<file path="src/rtl/hd44780_pkg.sv">
// Shared definitions for the HD44780 LCD writer.
// Contents: controller state enum, power-on init byte/delay tables,
// delay constants in microseconds and a helper that picks the execution
// delay for a user-written byte.
package hd44780_pkg;

  typedef enum logic [2:0] {
    ST_POWER_WAIT,
    ST_SETUP,
    ST_PULSE,
    ST_HOLD,
    ST_EXEC,
    ST_IDLE
  } state_e;

  localparam int unsigned POWER_US = 40000;
  localparam int unsigned SETUP_US = 1;
  localparam int unsigned PULSE_US = 1;
  localparam int unsigned HOLD_US  = 1;
  localparam int unsigned SHORT_US = 40;
  localparam int unsigned LONG_US  = 1640;
  localparam int unsigned INIT0_US = 4100;
  localparam int unsigned INIT1_US = 100;

  localparam int unsigned INIT_STEPS = 7;

  // 8-bit mode function set (x4), display on, clear, entry mode increment
  localparam logic [7:0] INIT_BYTE [INIT_STEPS] = '{
    8'h38, 8'h38, 8'h38, 8'h38, 8'h0C, 8'h01, 8'h06
  };

  localparam int unsigned INIT_DLY_US [INIT_STEPS] = '{
    INIT0_US, INIT1_US, SHORT_US, SHORT_US, SHORT_US, LONG_US, SHORT_US
  };

  // Clear display / return home need the long execution time.
  function automatic int unsigned user_dly_us(input logic is_cmd, input logic [7:0] d);
    return (is_cmd && (d == 8'h01 || d == 8'h02 || d == 8'h03)) ? LONG_US : SHORT_US;
  endfunction

endpackage

</file>
<file path="src/rtl/hd44780_lcd_writer.sv">
// Write-only HD44780 controller, 8-bit bus mode.
// Runs the power-on init sequence after reset, then accepts one byte at a
// time over valid/ready and strobes it onto the LCD pins.
// Ports:
//   clk, rst_n          clock, async active-low reset
//   valid, is_cmd, data upstream byte (is_cmd=1 -> instruction, RS=0)
//   ready               byte accepted on an edge with valid & ready
//   init_done           init sequence finished, sticky until reset
//   lcd_rs/rw/e/d       LCD header pins (rw tied 0)
module hd44780_lcd_writer
  import hd44780_pkg::*;
#(
  parameter int unsigned clk_mhz = 50
) (
  input  logic       clk,
  input  logic       rst_n,
  input  logic       valid,
  input  logic       is_cmd,
  input  logic [7:0] data,
  output logic       ready,
  output logic       init_done,
  output logic       lcd_rs,
  output logic       lcd_rw,
  output logic       lcd_e,
  output logic [7:0] lcd_d
);

  localparam int unsigned CW = $clog2(POWER_US * clk_mhz + 1);
  localparam logic [2:0] LAST_STEP = 3'(INIT_STEPS - 1);

  typedef logic [CW-1:0] cnt_t;

  // Counter is loaded with N-1 so the state lasts exactly N cycles.
  function automatic cnt_t load(input int unsigned us);
    return cnt_t'(us * clk_mhz - 1);
  endfunction

  state_e     state_q, state_d;
  cnt_t       cnt_q, cnt_d;
  logic [2:0] step_q, step_d;
  logic [2:0] step_inc;
  logic [7:0] data_q, data_d;
  logic       rs_q, rs_d;
  logic       init_done_q, init_done_d;

  assign step_inc = step_q + 3'd1;

  always_ff @(posedge clk or negedge rst_n) begin
    if (!rst_n) begin
      state_q     <= ST_POWER_WAIT;
      cnt_q       <= load(POWER_US);
      step_q      <= '0;
      data_q      <= '0;
      rs_q        <= 1'b0;
      init_done_q <= 1'b0;
    end else begin
      state_q     <= state_d;
      cnt_q       <= cnt_d;
      step_q      <= step_d;
      data_q      <= data_d;
      rs_q        <= rs_d;
      init_done_q <= init_done_d;
    end
  end

  always_comb begin
    state_d     = state_q;
    cnt_d       = (cnt_q != '0) ? cnt_q - cnt_t'(1) : cnt_q;
    step_d      = step_q;
    data_d      = data_q;
    rs_d        = rs_q;
    init_done_d = init_done_q;
    unique case (state_q)
      ST_POWER_WAIT: begin
        if (cnt_q == '0) begin
          state_d = ST_SETUP;
          cnt_d   = load(SETUP_US);
          step_d  = '0;
          data_d  = INIT_BYTE[0];
          rs_d    = 1'b0;
        end
      end
      ST_SETUP: begin
        if (cnt_q == '0) begin
          state_d = ST_PULSE;
          cnt_d   = load(PULSE_US);
        end
      end
      ST_PULSE: begin
        if (cnt_q == '0) begin
          state_d = ST_HOLD;
          cnt_d   = load(HOLD_US);
        end
      end
      ST_HOLD: begin
        if (cnt_q == '0) begin
          state_d = ST_EXEC;
          // rs_q holds ~is_cmd of the captured byte
          cnt_d   = init_done_q ? load(user_dly_us(~rs_q, data_q))
                                : load(INIT_DLY_US[step_q]);
        end
      end
      ST_EXEC: begin
        if (cnt_q == '0) begin
          if (init_done_q) begin
            state_d = ST_IDLE;
          end else if (step_q == LAST_STEP) begin
            state_d     = ST_IDLE;
            init_done_d = 1'b1;
          end else begin
            state_d = ST_SETUP;
            cnt_d   = load(SETUP_US);
            step_d  = step_inc;
            data_d  = INIT_BYTE[step_inc];
            rs_d    = 1'b0;
          end
        end
      end
      ST_IDLE: begin
        if (valid) begin
          state_d = ST_SETUP;
          cnt_d   = load(SETUP_US);
          data_d  = data;
          rs_d    = ~is_cmd;
        end
      end
      default: state_d = ST_POWER_WAIT;
    endcase
  end

  always_comb begin
    ready     = (state_q == ST_IDLE);
    init_done = init_done_q;
    lcd_e     = (state_q == ST_PULSE);
    lcd_rs    = rs_q;
    lcd_rw    = 1'b0;
    lcd_d     = data_q;
  end

endmodule

</file>
<file path="config.mk">
export PLATFORM = sky130hd
export DESIGN_NAME = hd44780_lcd_writer
export DESIGN_NICKNAME = d
export VERILOG_FILES = /design/src/rtl/hd44780_pkg.sv /design/src/rtl/hd44780_lcd_writer.sv
export SDC_FILE = /design/constraint.sdc
export NUM_CORES = 1
export LEC_CHECK = 0
export ABC_AREA = 1
export BUFFER_PORTS_ARGS = -buffer_cell sky130_fd_sc_hd__buf_2
export CAP_MARGIN = 20
export CELL_PAD_IN_SITES_DETAIL_PLACEMENT = 1
export CELL_PAD_IN_SITES_GLOBAL_PLACEMENT = 1
export CORE_AREA = 2 2 98 91
export CTS_CLUSTER_DIAMETER = 30
export DETAILED_ROUTE_END_ITERATION = 6
export DIE_AREA = 0 0 100 93
export GPL_TIMING_DRIVEN = 0
export PLACE_DENSITY = 0.82
export SETUP_SLACK_MARGIN = 0.3
export SLEW_MARGIN = 20
export SYNTH_ARGS = -nofsm -noshare
export SYNTH_HDL_FRONTEND = slang
export SYNTH_SLANG_ARGS = --single-unit
</file>
<file path="constraint.sdc">
create_clock -name clk -period 2.8 [get_ports clk]
set_clock_uncertainty 0.05 [all_clocks]
set_input_delay 0.28 -clock clk [delete_from_list [all_inputs] [get_ports clk]]
set_output_delay 0.28 -clock clk [all_outputs]
set_load 0.1 [all_outputs]
</file>
==> impl_metrics.csv, run 1 <==
group,metric,value,unit
synth,synth_top_cells_by_count,"sky130_fd_sc_hd__nand2_1, sky130_fd_sc_hd__nor2_1, sky130_fd_sc_hd__inv_1",
setup_path,arrival,2.76,ns
floorplan,die_width,100,um
power,sw_frac_of_total,0.247,
cells_and_area,finalNetCount,556,
cells_and_area,final_area,3900,um^2
clock_tree,worstSkewPairLatency,0.30,ns
cells_and_area,area.growth.synth_to_final,20.9,%
setup_path,cp.required,2.93,ns
place,dp_slack,-0.136,ns
synth,dominantRegCellSynth,"sky130_fd_sc_hd__dfrtp_1",
sta,relSlewSlack,0.415,
place,place_congestion,0.892,
synth,synth_unique_cells,41,
routing,viasPerCell,5.20,
clock_tree,cts_hold_repair.buffers,0,
sta,tightest_slew,0.878,ns
synth,netlist_area,3220,um^2
sta,max_clock_freq,0.380,GHz
min_path,min-delay-path-class,"input pin to asynchronous set/reset pin",
routing,first_pass_iters,4,
synth,postSynthAreaPerCell,6.78,um^2
sta,holdWs,0.0461,ns
clock_tree,cts-htree-levels,2,
power,power_density,243,nW/um^2
cells_and_area,antennaDiodeCount,0,
cells_and_area,core_utilization_of_the_finished_layout,0.468,
setup_path,cpLargestDelayFamily,"simple AND/OR/NAND/NOR gates",
setup_path,critical_path.startpoint_type,"flop",
job,maximum_capacitance_violations,0,
power,max-vdd-ir-drop,0.000176,V
synth,synth_top_area_cell,"sky130_fd_sc_hd__dfrtp_1",
setup_path,critical-path-slowest-cell,"sky130_fd_sc_hd__fa_1",
synth,ys_seq_elements,37,
clock_tree,worst_setup_hold_path_clk_slew,0.09,ns
sta,min_period_over_period,0.940,
floorplan,num_io_pins,25,
synth,share_of_synthesized_area_occupied_by_flip_flops_and_latches,0.292,
routing,route.detailed.wl_per_inst,16.9,um
outcome,status,"completed",
cells_and_area,post_route_cells_drive_above_1_share,0.261,
power,share_clk_of_total_power,0.406,
sta,timing.final.ws_setup,0.169,ns
routing,dr_total_vias,3255,
clock_tree,cts_num_sinks,37,
global_routing,grt_first_pass_wirelength,17500,um
place,io_buffer_count,23,
power,power,0.949,mW
routing,drt_wl_total,10600,um
routing,drtIter0Drc,99,
power,combinationalPowerShare,0.030,
global_routing,total_congestion_overflow_after_global_routing,0,
synth,synthesis.instances,475,
setup_path,crit_path_cell_trace,"buf_6 -> clkinvlp_4 -> nand2_4 -> ha_4 -> ha_4 -> inv_2 -> fa_1 -> nand2_2 -> nor3_4 -> nand3_2 -> nor2_4 -> inv_2 -> nand2_1 -> nand3_1 -> nand2_1 -> nand2_1",
place,placed_instances,600,
power,p_int,0.714,mW
floorplan,initial_utilization,0.387,
synth,synth_top_area_frac,0.186,
clock_tree,max_root_sink_buffers,2,
power,power_frac_seq,0.564,
sta,timing.setup.tns,0,ns
setup_path,cp_max_fo,4,
global_routing,grt_start_max_net_pins,38,
cells_and_area,finalNonFillerCells,626,
synth,net_count_after_synthesis,508,
floorplan,fp-row-count,32,
sta,grt_setup_unrepaired,"true",
setup_path,worstSetupPathType,"flop to flop",
synth,synth-async-reset-ratio,1.00,
synth,synth-edff-count,0,
floorplan,die_height,93,um
sta,timing.final.setup_violations,0,
setup_path,worstPathBufferInverterCount,4,
clock_tree,cts_root_buf,"sky130_fd_sc_hd__clkbuf_8",
routing,detail_route.drc_violations,0,
floorplan,design.die.area,9300,um^2
sta,final_max_slew_viol_count,0,
clock_tree,cts_tree,"built",
global_routing,global_route_usage_over_all_layers,0.241,
routing,detail-route-antenna-nets,0,
sta,report.final.hold_viol_count,0,
global_routing,antenna_found_initial,0,
power,p_leak,1.89,nW
synth,yosysMostFrequentCell,"sky130_fd_sc_hd__nand2_1",
setup_path,max_stage_delay,0.53,ns
place,place_area,3470,um^2
sta,finalWorstPathRequiredPeriod,2.63,ns
power,switchingPower,0.235,mW
floorplan,placeableCoreArea,8330,um^2
place,detailedPlacementHpwl,7860,um
global_routing,via_count_of_the_first_global_routing_pass,3577,
synth,yosys_warnings,0,
setup_path,cp_dominant_cell_by_count,"sky130_fd_sc_hd__nand2_1",
synth,ys_top_cells_by_area,"sky130_fd_sc_hd__dfrtp_1, sky130_fd_sc_hd__nand2_1, sky130_fd_sc_hd__dfstp_2",
clock_tree,cts_inserted_buffers,5,
cells_and_area,fillerInstances,1115,
setup_path,critical_path.endpoint_type,"flop",
## state kept, by name, summed over array words and instances, names as in the netlist
| signal | count |
|---|---|
| init_done | 1 |
| cnt_q | 21 |
| step_q | 3 |
| lcd_d | 8 |
| lcd_rs | 1 |
| state_q | 3 |
## worst paths after layout
kind / startpoint / slack (ns) / to / cells after the start
min in group clk: is_cmd / 0.21 / lcd_rs$_DFFE_PN0P_ / 4
max in group asynchronous: rst_n / 2.03 / step_q[0]$_DFFE_PN0P_ / 1
hold reg to reg: cnt_q[20]$_DFF_PN1_ / 0.44 / cnt_q[20]$_DFF_PN1_ / 2
setup / recovery: step_q[2]$_DFFE_PN0P_ / 0.17 / cnt_q[14]$_DFF_PN0_ / 16
hold / removal: rst_n / 0.05 / cnt_q[7]$_DFF_PN0_ / 1
setup reg to reg: step_q[2]$_DFFE_PN0P_ / 0.17 / cnt_q[14]$_DFF_PN0_ / 16
## routing by layer
layer | routed length, um | up-vias | track usage
met2 | 5400 | 72 | 0.439
met4 | 190 | 0 | 0.0731
met3 | 502 | 16 | 0.0314
met1 | 4480 | 1568 | 0.296
met5 | 0 | - | 0
li1 | - | 1599 | -
## power groups by stage
stage / Sequential (mW) / Combinational (mW) / Clock [mW]
2_1_floorplan: 0.545 / 0.00889 / 0
3_3_place_gp: 0.545 / 0.0289 / 0
3_5_place_dp: 0.545 / 0.0295 / 0
5_1_grt: 0.535 / 0.0320 / 0.417
6_report: 0.535 / 0.0288 / 0.385
4_1_cts: 0.535 / 0.0295 / 0.399
## cells in the final DEF (no fill, tap or decap), drive strengths merged
master / instances
clkinvlp: 2
ha: 20
o21bai: 1
nand2: 144
a22o: 1
or2: 3
fa: 1
nand4: 9
o22a: 1
dfstp: 13
o211ai: 3
clkinv: 2
o22ai: 2
conb: 1
nand3b: 2
inv: 57
a21o: 1
a21oi: 8
xnor2: 4
nand3: 40
clkbuf: 6
o21ai: 23
dfrtp: 24
o2111ai: 1
xor2: 13
buf: 46
a22oi: 2
nor2: 89
o221ai: 1
nor3: 4
## kinds of logic (layout without fill, tap and decap cells)
kind of cell,Yosys count,count (layout),synth area share
simple gates,291,291,0.409
buf+inv,64,113,0.0819
compound gates,44,44,0.0851
flops,37,37,0.292
fa+ha+maj,21,21,0.0839
xor+xnor,17,17,0.0462
other cells,1,1,0.00116
## cell type report
type / count / area (um^2) / share of cell area
multi-input combinational: 374 / 2210 / 0.566
sequential: 37 / 945 / 0.242
timing repair buffer: 41 / 250 / 0.0642
inverter: 58 / 231 / 0.0594
tap: 102 / 128 / 0.0328
clock buffer: 5 / 68.8 / 0.0177
buffer: 6 / 50.0 / 0.0128
clock inverter: 3 / 17.5 / 0.00450
## timing repair
| item | CTS | global route |
|---|---|---|
| setup buffers | 12 | 6 |
| pin swaps | 15 | 15 |
| gates resized for setup | 31 | 16 |
| setup endpoints to repair | 8 | 18 |
No activity file was read; power rests on OpenSTA's default activity.
==> inputs of run 2 (changes only) <==
--- a/config.mk
+++ b/config.mk
@@ -8,14 +8,12 @@
 export ABC_AREA = 1
 export BUFFER_PORTS_ARGS = -buffer_cell sky130_fd_sc_hd__buf_2
 export CAP_MARGIN = 20
-export CELL_PAD_IN_SITES_DETAIL_PLACEMENT = 1
-export CELL_PAD_IN_SITES_GLOBAL_PLACEMENT = 1
 export CORE_AREA = 2 2 98 91
 export CTS_CLUSTER_DIAMETER = 30
 export DETAILED_ROUTE_END_ITERATION = 6
 export DIE_AREA = 0 0 100 93
 export GPL_TIMING_DRIVEN = 0
-export PLACE_DENSITY = 0.82
+export PLACE_DENSITY = 0.64
 export SETUP_SLACK_MARGIN = 0.3
 export SLEW_MARGIN = 20
 export SYNTH_ARGS = -nofsm -noshare
==> impl_metrics.csv, run 2 (same netlist as run 1, synthesis figures left out) <==
group,metric,value,unit
outcome,status,"completed",
floorplan,die_width,100,um
setup_path,cp_max_fo,4,
power,share_clk_of_total_power,0.473,
clock_tree,cts-htree-levels,2,
global_routing,via_count_of_the_first_global_routing_pass,3078,
floorplan,placeableCoreArea,8330,um^2
routing,route.detailed.wl_per_inst,14.3,um
power,power_density,271,nW/um^2
setup_path,arrival,2.77,ns
setup_path,critPathLaunch,"step_q[0]$_DFFE_PN0P_",
cells_and_area,area.growth.synth_to_final,22.2,%
routing,dr_total_vias,3181,
clock_tree,cts_tree,"built",
sta,max_clock_freq,0.380,GHz
cells_and_area,regMostFlops,"cnt_q",
sta,relSlewSlack,0.424,
routing,first_pass_iters,4,
setup_path,regToRegSetupSlack,0.17,ns
sta,timing.final.setup_violations,0,
clock_tree,worst_setup_hold_path_clk_slew,0.08,ns
clock_tree,cts_inserted_buffers,5,
floorplan,die_height,93,um
cells_and_area,largest_reg_flops,21,
sta,grt_setup_unrepaired,"true",
place,place_congestion,0.932,
setup_path,cp.required,2.94,ns
sta,timing.final.ws_setup,0.170,ns
floorplan,fp-row-count,32,
global_routing,global_route_usage_over_all_layers,0.198,
routing,drt_wl_total,8930,um
sta,min_period_over_period,0.939,
floorplan,num_io_pins,25,
routing,viasPerCell,5.09,
cells_and_area,finalNetCount,555,
floorplan,design.die.area,9300,um^2
routing,detail_route.drc_violations,0,
global_routing,total_congestion_overflow_after_global_routing,0,
cells_and_area,final_area,3940,um^2
global_routing,antenna_found_initial,0,
setup_path,critical_path.startpoint_type,"flop",
cells_and_area,layout_commonest_cell,"sky130_fd_sc_hd__nand2_1",
sta,tightest_slew,0.864,ns
place,detailedPlacementHpwl,6530,um
setup_path,regToRegEndpoint,"cnt_q[11]$_DFF_PN0_",
place,io_buffer_count,23,
place,dp_slack,-0.0520,ns
setup_path,worstSetupPathType,"flop to flop",
global_routing,grt_start_max_net_pins,38,
floorplan,initial_utilization,0.387,
place,place_area,3470,um^2
cells_and_area,post_route_cells_drive_above_1_share,0.258,
setup_path,rr_startpoint,"step_q[0]$_DFFE_PN0P_",
routing,drtIter0Drc,129,
power,p_int,0.833,mW
sta,finalWorstPathRequiredPeriod,2.63,ns
global_routing,grt_first_pass_wirelength,14700,um
power,switchingPower,0.235,mW
power,max-vdd-ir-drop,0.000235,V
cells_and_area,fillerInstances,816,
clock_tree,cts_root_buf,"sky130_fd_sc_hd__clkbuf_8",
clock_tree,cts_num_sinks,37,
clock_tree,cts_hold_repair.buffers,0,
sta,timing.setup.tns,0,ns
routing,detail-route-antenna-nets,0,
power,combinationalPowerShare,0.026,
clock_tree,worstSkewPairLatency,0.30,ns
power,power,1.07,mW
sta,final_max_slew_viol_count,0,
power,sw_frac_of_total,0.220,
setup_path,worst-r2r-cell-count,15,
setup_path,timing.critical_path.to,"cnt_q[11]$_DFF_PN0_",
cells_and_area,antennaDiodeCount,0,
cells_and_area,most_used_cells_in_the_layout_excluding_fill_and_tap_cells,"sky130_fd_sc_hd__nand2_1, sky130_fd_sc_hd__nor2_1, sky130_fd_sc_hd__inv_1",
power,p_leak,1.89,nW
sta,report.final.hold_viol_count,0,
min_path,min-delay-path-class,"input pin to asynchronous set/reset pin",
setup_path,critical_path.endpoint_type,"flop",
sta,holdWs,0.0367,ns
job,maximum_capacitance_violations,0,
clock_tree,max_root_sink_buffers,2,
power,power_frac_seq,0.501,
run 2: cell type report:
class / instances / area [um^2] / area share
inverters: 58 / 231 / 0.0588
clock inverters: 1 / 30.0 / 0.00763
flip-flops and latches: 37 / 945 / 0.240
plain buffers: 6 / 50.0 / 0.0127
clock buffers: 7 / 86.3 / 0.0219
well taps: 102 / 128 / 0.0324
multi-input cells: 374 / 2220 / 0.563
repair buffers: 40 / 250 / 0.0636
run 2: worst min-delay path by stage:
stage	start	to	slack [ns]	depth (start not counted)
floorplan	rst_n	cnt_q[11]$_DFF_PN0_	-0.07	0
global placement	rst_n	cnt_q[11]$_DFF_PN0_	0.39	1
detailed placement	rst_n	cnt_q[11]$_DFF_PN0_	0.40	1
CTS	rst_n	cnt_q[11]$_DFF_PN0_	0.08	1
global route	rst_n	cnt_q[11]$_DFF_PN0_	0.11	1
finish	rst_n	cnt_q[11]$_DFF_PN0_	0.04	1
run 2: worst max-delay path: stages (launching register included):
cell and delay, ns:
sky130_fd_sc_hd__dfrtp_2 0.46, sky130_fd_sc_hd__inv_4 0.08, sky130_fd_sc_hd__ha_4 0.16, sky130_fd_sc_hd__buf_6 0.12, sky130_fd_sc_hd__nand2_8 0.06, sky130_fd_sc_hd__xor2_2 0.16
sky130_fd_sc_hd__ha_1 0.33, sky130_fd_sc_hd__ha_4 0.29, sky130_fd_sc_hd__nand3_4 0.08, sky130_fd_sc_hd__nand2_4 0.10, sky130_fd_sc_hd__xor2_2 0.17, sky130_fd_sc_hd__nand2_1 0.08
sky130_fd_sc_hd__nand3b_1 0.15, sky130_fd_sc_hd__nand2_1 0.07, sky130_fd_sc_hd__nor2_1 0.11, sky130_fd_sc_hd__nor2_1 0.05
run 2: metal layers:
metal  GRT usage  share of wire  vias up
li1            -              -     1602
met1       0.275           0.47     1489
met2       0.327           0.47       77
met3      0.0284          0.046       13
met4      0.0457          0.018        0
met5           0              0        -
run 2: what timing repair did:
| action | in CTS | in global routing |
|---|---|---|
| pin swaps | 14 | 17 |
| endpoints found under the setup margin | 8 | 9 |
| setup buffers | 11 | 6 |
| gates resized for setup | 32 | 17 |
| hold endpoints to repair | 0 | 0 |
run 2: stage by stage:
step | std cells | utilization
after floorplan | 475 | -
after global placement | 600 | 0.417
after detailed placement | 600 | 0.417
after CTS | 619 | 0.455
after global routing | 625 | 0.473
final | 625 | 0.473
run 2: power by group through the flow:
stage / sequential, mW / clock [mW] / combinational, mW
2_1_floorplan: 0.545 / 0 / 0.00889
3_3_place_gp: 0.545 / 0 / 0.0284
3_5_place_dp: 0.545 / 0 / 0.0289
4_1_cts: 0.535 / 0.517 / 0.0289
5_1_grt: 0.535 / 0.540 / 0.0313
6_report: 0.535 / 0.505 / 0.0277
